$ cat config.mk
export PLATFORM = sky130hd
export DESIGN_NAME = mult_share_sched
export DESIGN_NICKNAME = d
export VERILOG_FILES = /design/src/rtl/mult_share_sched.sv
export SDC_FILE = /design/constraint.sdc
export NUM_CORES = 1
export LEC_CHECK = 0
export BUFFER_PORTS_ARGS = -buffer_cell sky130_fd_sc_hd__buf_2
export CAP_MARGIN = 40
export CORE_MARGIN = 10
export CORE_UTILIZATION = 45
export CTS_CLUSTER_SIZE = 40
export DETAILED_ROUTE_END_ITERATION = 8
export HOLD_SLACK_MARGIN = 0.05
export PLACE_DENSITY = 0.67
export SYNTH_ARGS = -nofsm -noshare
export SYNTH_HDL_FRONTEND = slang
export SYNTH_SLANG_ARGS = --single-unit
$ cat constraint.sdc
create_clock -name clk -period 4.1 [get_ports clk]
set_clock_uncertainty 0.15 [all_clocks]
set_input_delay 0.205 -clock clk [delete_from_list [all_inputs] [get_ports clk]]
set_output_delay 0.205 -clock clk [all_outputs]
set_load 0.02 [all_outputs]
$ cat src/rtl/mult_share_sched.sv
// Round-robin scheduler sharing one registered signed Q1.6 constant multiplier
// among four requesters; results are tagged with the owner and held under backpressure.
module mult_share_sched #(
  parameter int               NREQ     = 4,
  parameter logic signed [7:0] COEF_RST = 8'sb00_010101
) (
  input  logic                clk,
  input  logic                rst_n,
  input  logic [NREQ-1:0]     req,
  input  logic [8*NREQ-1:0]   req_data,
  output logic [NREQ-1:0]     ack,
  input  logic                cfg_we,
  input  logic [1:0]          cfg_sel,
  input  logic signed [7:0]   cfg_coef,
  output logic                out_valid,
  input  logic                out_ready,
  output logic [1:0]          out_tag,
  output logic [7:0]          out_data
);

  logic signed [7:0]  coef [NREQ];
  logic [1:0]         ptr;
  logic               adv;
  logic               found;
  logic [1:0]         grant_idx;
  logic [1:0]         idx;

  logic               s1_valid;
  logic signed [7:0]  s1_op;
  logic signed [7:0]  s1_coef;
  logic [1:0]         s1_tag;
  logic signed [15:0] prod;
  logic               unused_prod;

  assign adv = !(out_valid && !out_ready);

  // NOTE: every variable written here gets a default first, so no path can
  // leave one unassigned and infer a latch.
  always_comb begin
    found     = 1'b0;
    grant_idx = '0;
    idx       = '0;
    for (int k = 0; k < NREQ; k++) begin
      idx = ptr + 2'(k);
      if (!found && req[idx]) begin
        found     = 1'b1;
        grant_idx = idx;
      end
    end
  end

  always_comb begin
    ack = '0;
    if (adv && found) ack[grant_idx] = 1'b1;
  end

  // NOTE: the coefficient bank is a handful of flops with a defined power-up
  // value, so it is reset like any other state rather than left as a RAM.
  always_ff @(posedge clk or negedge rst_n) begin
    if (!rst_n) begin
      for (int i = 0; i < NREQ; i++) coef[i] <= COEF_RST;
    end else if (cfg_we) begin
      coef[cfg_sel] <= cfg_coef;
    end
  end

  // NOTE: non-blocking assignments make a same-cycle coefficient write invisible
  // to the grant sampling it; the operation uses the old value.
  always_ff @(posedge clk or negedge rst_n) begin
    if (!rst_n) begin
      ptr      <= '0;
      s1_valid <= 1'b0;
      s1_op    <= '0;
      s1_coef  <= '0;
      s1_tag   <= '0;
    end else if (adv) begin
      s1_valid <= found;
      if (found) begin
        ptr     <= grant_idx + 2'd1;
        s1_op   <= req_data[{grant_idx, 3'b000} +: 8];
        s1_coef <= coef[grant_idx];
        s1_tag  <= grant_idx;
      end
    end
  end

  always_ff @(posedge clk or negedge rst_n) begin
    if (!rst_n) begin
      out_valid <= 1'b0;
      prod      <= '0;
      out_tag   <= '0;
    end else if (adv) begin
      out_valid <= s1_valid;
      if (s1_valid) begin
        prod    <= s1_op * s1_coef;
        out_tag <= s1_tag;
      end
    end
  end

  // Q1.6 x Q1.6 -> keep bits [13:6]: floor truncation, wraps on overflow.
  assign out_data    = prod[13:6];
  assign unused_prod = ^{prod[15:14], prod[5:0]};

endmodule

== Yosys cells after proc, flatten, opt, wreduce, memory -nomap -nowiden ==
Cells that the tools add are included.

* Bits in read-only memories: 0
* Bits in registers: 70
* Bits of input ports: 50
* Output and inout port bits: 15
* RAM bits: 0
* Memories kept: 0
* Latch bits: 0

* Order comparisons: 9
* $add $sub $neg: 4
* Bitwise gates (word level): 3
* Equal/unequal tests: 0
* Reduce and logical (&&, ||, !) cells: 14
* Div/mod/pow operators: 0
* Muxes and demuxes: 25
* Shift-type cells: 1
* Multipliers: 1

{| class="wikitable"
|+ Operators by type and width
! cell !! count
|-
| bitwise mux 32 bit || 1
|-
| indexed part select 32 x 6 -> 8 bit || 1
|-
| two-way mux 8 bit || 3
|-
| binary-select mux 8 bit (select 2 bit) || 1
|-
| demux 8 bit (select 2 bit) || 1
|-
| less-than comparator 2 x 3 -> 1 bit (second input constant) || 5
|-
| multiplier 8 x 8 -> 14 bit || 1
|-
| two-way mux 1 bit || 9
|-
| binary-select mux 1 bit (select 2 bit) || 4
|-
| two-way mux 2 bit || 4
|-
| logical AND 1 bit || 7
|-
| greater-or-equal comparator 3 bit (second input constant) || 2
|-
| NOT 2 -> 3 bit || 2
|-
| zero test 1 bit || 5
|-
| adder 2 x 1 -> 2 bit (second input constant) || 2
|-
| adder 2 bit (second input constant) || 2
|-
| two-way mux 4 bit || 1
|-
| AND reduction 2 bit || 2
|-
| less-than comparator 3 x 1 -> 1 bit (second input constant) || 1
|-
| demux 1 bit (select 2 bit) || 1
|-
| greater-or-equal comparator 2 x 1 -> 1 bit (second input constant) || 1
|-
| NOT 1 bit || 1
|}

== Logic depth before layout (Yosys ltp) ==
* Depth in word-level cells: 17
* Depth in mapped cells: 17

== Worst setup path before layout ==
OpenSTA, ideal clock, no wires.

* Kind: register -> register
* Start point: register s1_coef[4]
* End point: register prod[11]
* Data required time: 3,818 ps
* Data arrival time: 4,108 ps
* Buffers on the path: 1
* Stages on the path, launching flop included: 18
* Path slack: -290 ps
* Cell sequence: dfrtp_1 clkbuf_1 and2_1 fa_1 inv_1 fa_1 inv_1 fa_1 inv_1 fa_1 inv_1 ha_1 nand2_1 or3_1 a31oi_1 a21oi_1 xor2_1 o21ai_1

* Longest elaborated chain between the ends: 1

{| class="wikitable"
|+ Ends and longest elaborated chain
! element !! RTL line !! RTL
|-
| start: declaration || 30 || <nowiki>logic signed [7:0] s1_coef;</nowiki>
|-
| start signal: assignment || 81 || <nowiki>s1_coef <= coef[grant_idx];</nowiki>
|-
| multiplier 8 x 8 -> 14 bit || 95 || <nowiki>prod <= s1_op * s1_coef;</nowiki>
|-
| end signal: assignment || 95 ||
|-
| end: declaration || 32 || <nowiki>logic signed [15:0] prod;</nowiki>
|}

No other way between the ends.
A chain may end at the register's enable or synchronous reset.

== Worst setup path in the final report ==
* Start point: register s1_coef[7]
* End point: register prod[11]

Same word-level chain as after synthesis.

==> metrics.txt <==
placed wire-length estimate 8860 um; H-tree depth 3; outcome complete, but fails checks; # placed instances 709; Hold Crit Class input port to flip-flop; syn avg cell area 10.8 sq um; post-synth top area share 0.254; Post-Layout Cell Count 746; Met2 Wirelength 5510 um; Ports 65; syn_nets 600; CTS buffer count 9; die width 127 um; critical path buffer and inverter count 7; TritonCTS Sinks 64; Setup crit start kind flip-flop; CP max FO 5; Worst-path clk slew 0.06 ns; Placed Instance Area 5890 sq um; delay-heaviest family, CP adder cells; CP Data Required Time 4.14 ns; failing checks setup timing; final worst path period share 1.03; Synth async-reset ratio 1.00; Syn-to-layout area delta 27.6%; final worst setup slack -0.113 ns; max-cap violation count 0; hold slack final 0.0967 ns; CP Depth 17; starting density of the core 0.466; fillcell total 889; top routing layer in use met4; Routed Wire Length 11200 um; cell taking the most area after synthesis dfrtp_1; largest net degree at the start of global routing 37; die area 16100 sq um; vias per cell 4.94; quantity of I/O buffers inserted on ports 64; area of the multi-input gates 3250 sq um; antenna violations before repair 0; post-synthesis instance area 5120 sq um; Post-synth EDFFs 0; fin area 6540 sq um; Hold Path Depth 3; cell mode on critical path fa_1; Tot GR Track Use 0.146; final-report max-slew violation count 0; Core ar. 11000 sq um; area occupied by registers 1630 sq um; WS Path Type flip-flop to flip-flop; Seq/Total Area, Yosys 0.316; post-synthesis cell type count 40; CTS max path bufs 2; critical path's slowest cell fa_1; crit end category flip-flop; Die Ht 127 um; Starting DRT DRC Count 127; Synth area leaders dfrtp_1, fa_1, mux2_2; synthesis-stage register bit count 64; RSZ-0062 raised after global routing true; FF-to-FF path depth 17; final net count 725; Root Buffer clkbuf_16; min Tclk post-route 4.21 ns; Slew @ Worst Pin 0.738 ns; layout cells sized above 1 0.370; final antenna-violating net count 0; DR vias 3688; Finish-stage setup viols 5; Congestion Overflow GR 0; yosys warns 0; Max Freq 237 MHz; row count 38; Antenna Diode Count 0; GPL Wtd Cong 0.838; Syn Inst Count 476; CTS tree yes; M1 WL 5180 um; routed len/inst 15.1 um; met3 WL 441 um; slowest stage delay, CP 0.52 ns; critical path arrival 4.25 ns; Hold Fails Final Rpt 0; Post-synth top flop dfrtp_1; relative slew slack 0.506; Worst-Skew Late Latency 0.33 ns; global-route wire length before repair 19500 um; DRT Pass-1 Iters 4; DRC violation count after routing 0; number of global-route vias before repair 4056; critical path, cell by cell buf_6 -> fa_1 -> inv_1 -> fa_1 -> inv_2 -> fa_1 -> inv_1 -> fa_1 -> inv_2 -> ha_4 -> buf_4 -> a21oi_4 -> buf_4 -> a31oi_4 -> a21oi_2 -> xor2_1 -> o21ai_1
-- Yosys cell counts (11+ instances only) --
cell type and count:
fa_1 46, dfrtp_1 52, xnor2_1 11, o22ai_1 18
inv_1 72, and2_1 40, a21o_1 19, nand2_1 36
mux2i_1 32, dfstp_2 12, mux2_2 34, ha_1 28
-- cell families (layout without fill, tap and decap cells) --
family	after synthesis	count (layout)	share of synthesized area
compound gates	63	63	0.0818
fa+ha+maj	74	74	0.248
simple gates	106	106	0.111
mux	66	66	0.137
buf+inv	86	216	0.0769
flops	64	64	0.316
xor+xnor	17	17	0.0291
-- metrics by stage --
step,setup TNS [ns],utilization,setup slack (ns)
floorplan,-0.0557,-,-0.0303
global placement,-0.400,0.534,-0.126
detailed placement,-0.662,0.536,-0.196
CTS,-0.378,0.586,-0.130
global route,-1.17,0.595,-0.268
finish,-0.295,0.595,-0.113
-- layout by cell type, fill, tap and decap left out, types with 5 or more instances in the layout --
cell type / count
mux2_2: 34
o21ai_0: 6
ha_1: 24
and2_4: 5
clkbuf_16: 9
nand2b_1: 6
dfrtp_2: 10
a21oi_1: 5
and2_1: 35
mux2i_1: 32
xor2_1: 6
a21o_1: 19
buf_4: 49
dfstp_2: 12
xnor2_1: 11
nor2_1: 7
buf_2: 64
nand2_1: 33
dfrtp_1: 42
fa_1: 45
dlygate4sd3_1: 9
o22ai_1: 17
inv_1: 68
-- metal layers --
metal / vias to the layer above / GRT usage
li1: 1800 / -
met1: 1829 / 0.185
met2: 50 / 0.241
met3: 9 / 0.0383
met5: - / 0
met4: 0 / 0.0382
-- flip-flops by register name (all words and copies together), names as in the netlist --
signal,count
s1_tag,2
prod,8
coef,32
ptr,2
s1_valid,1
out_valid,1
s1_op,8
out_tag,2
s1_coef,8
-- final timing paths --
path                                        end  slack [ns]                    from
min reg2reg                prod[10]$_DFFE_PN0P_        0.32    prod[10]$_DFFE_PN0P_
max in group asynchronous   coef[4]$_DFFE_PN1P_        2.84                   rst_n
max                        prod[11]$_DFFE_PN0P_       -0.11  s1_coef[7]$_DFFE_PN0P_
min                        s1_valid$_DFFE_PN0N_         0.1                  req[2]
max reg2reg                prod[11]$_DFFE_PN0P_       -0.11  s1_coef[7]$_DFFE_PN0P_
min in group asynchronous   prod[7]$_DFFE_PN0P_        0.12                   rst_n
-- repair_timing --
item | in CTS | in global routing
endpoints found under the setup margin | 5 | 6
hold buffers | 9 | 0
buffers inserted | 5 | 7
resized for setup | 19 | 17
hold endpoints to repair | 67 | 0
pin swaps | 21 | 19
cloned | 0 | 0
-- final cells by class --
cell class	instances	share of cell area
clock buffers	10	0.0366
well taps	140	0.0268
repair buffers	127	0.129
flip-flops and latches	64	0.249
inverters	73	0.0427
clock inverters	6	0.0176
multi-input cells	326	0.498
-- worst min-delay path, cell delays in order --
cell and delay, ns:
buf_2 0.11, nor4_2 0.07, a21oi_1 0.14
Power is left out: the tool's default activity adds up to more than one toggle a clock period on the data nets, which glitch-free logic cannot reach.
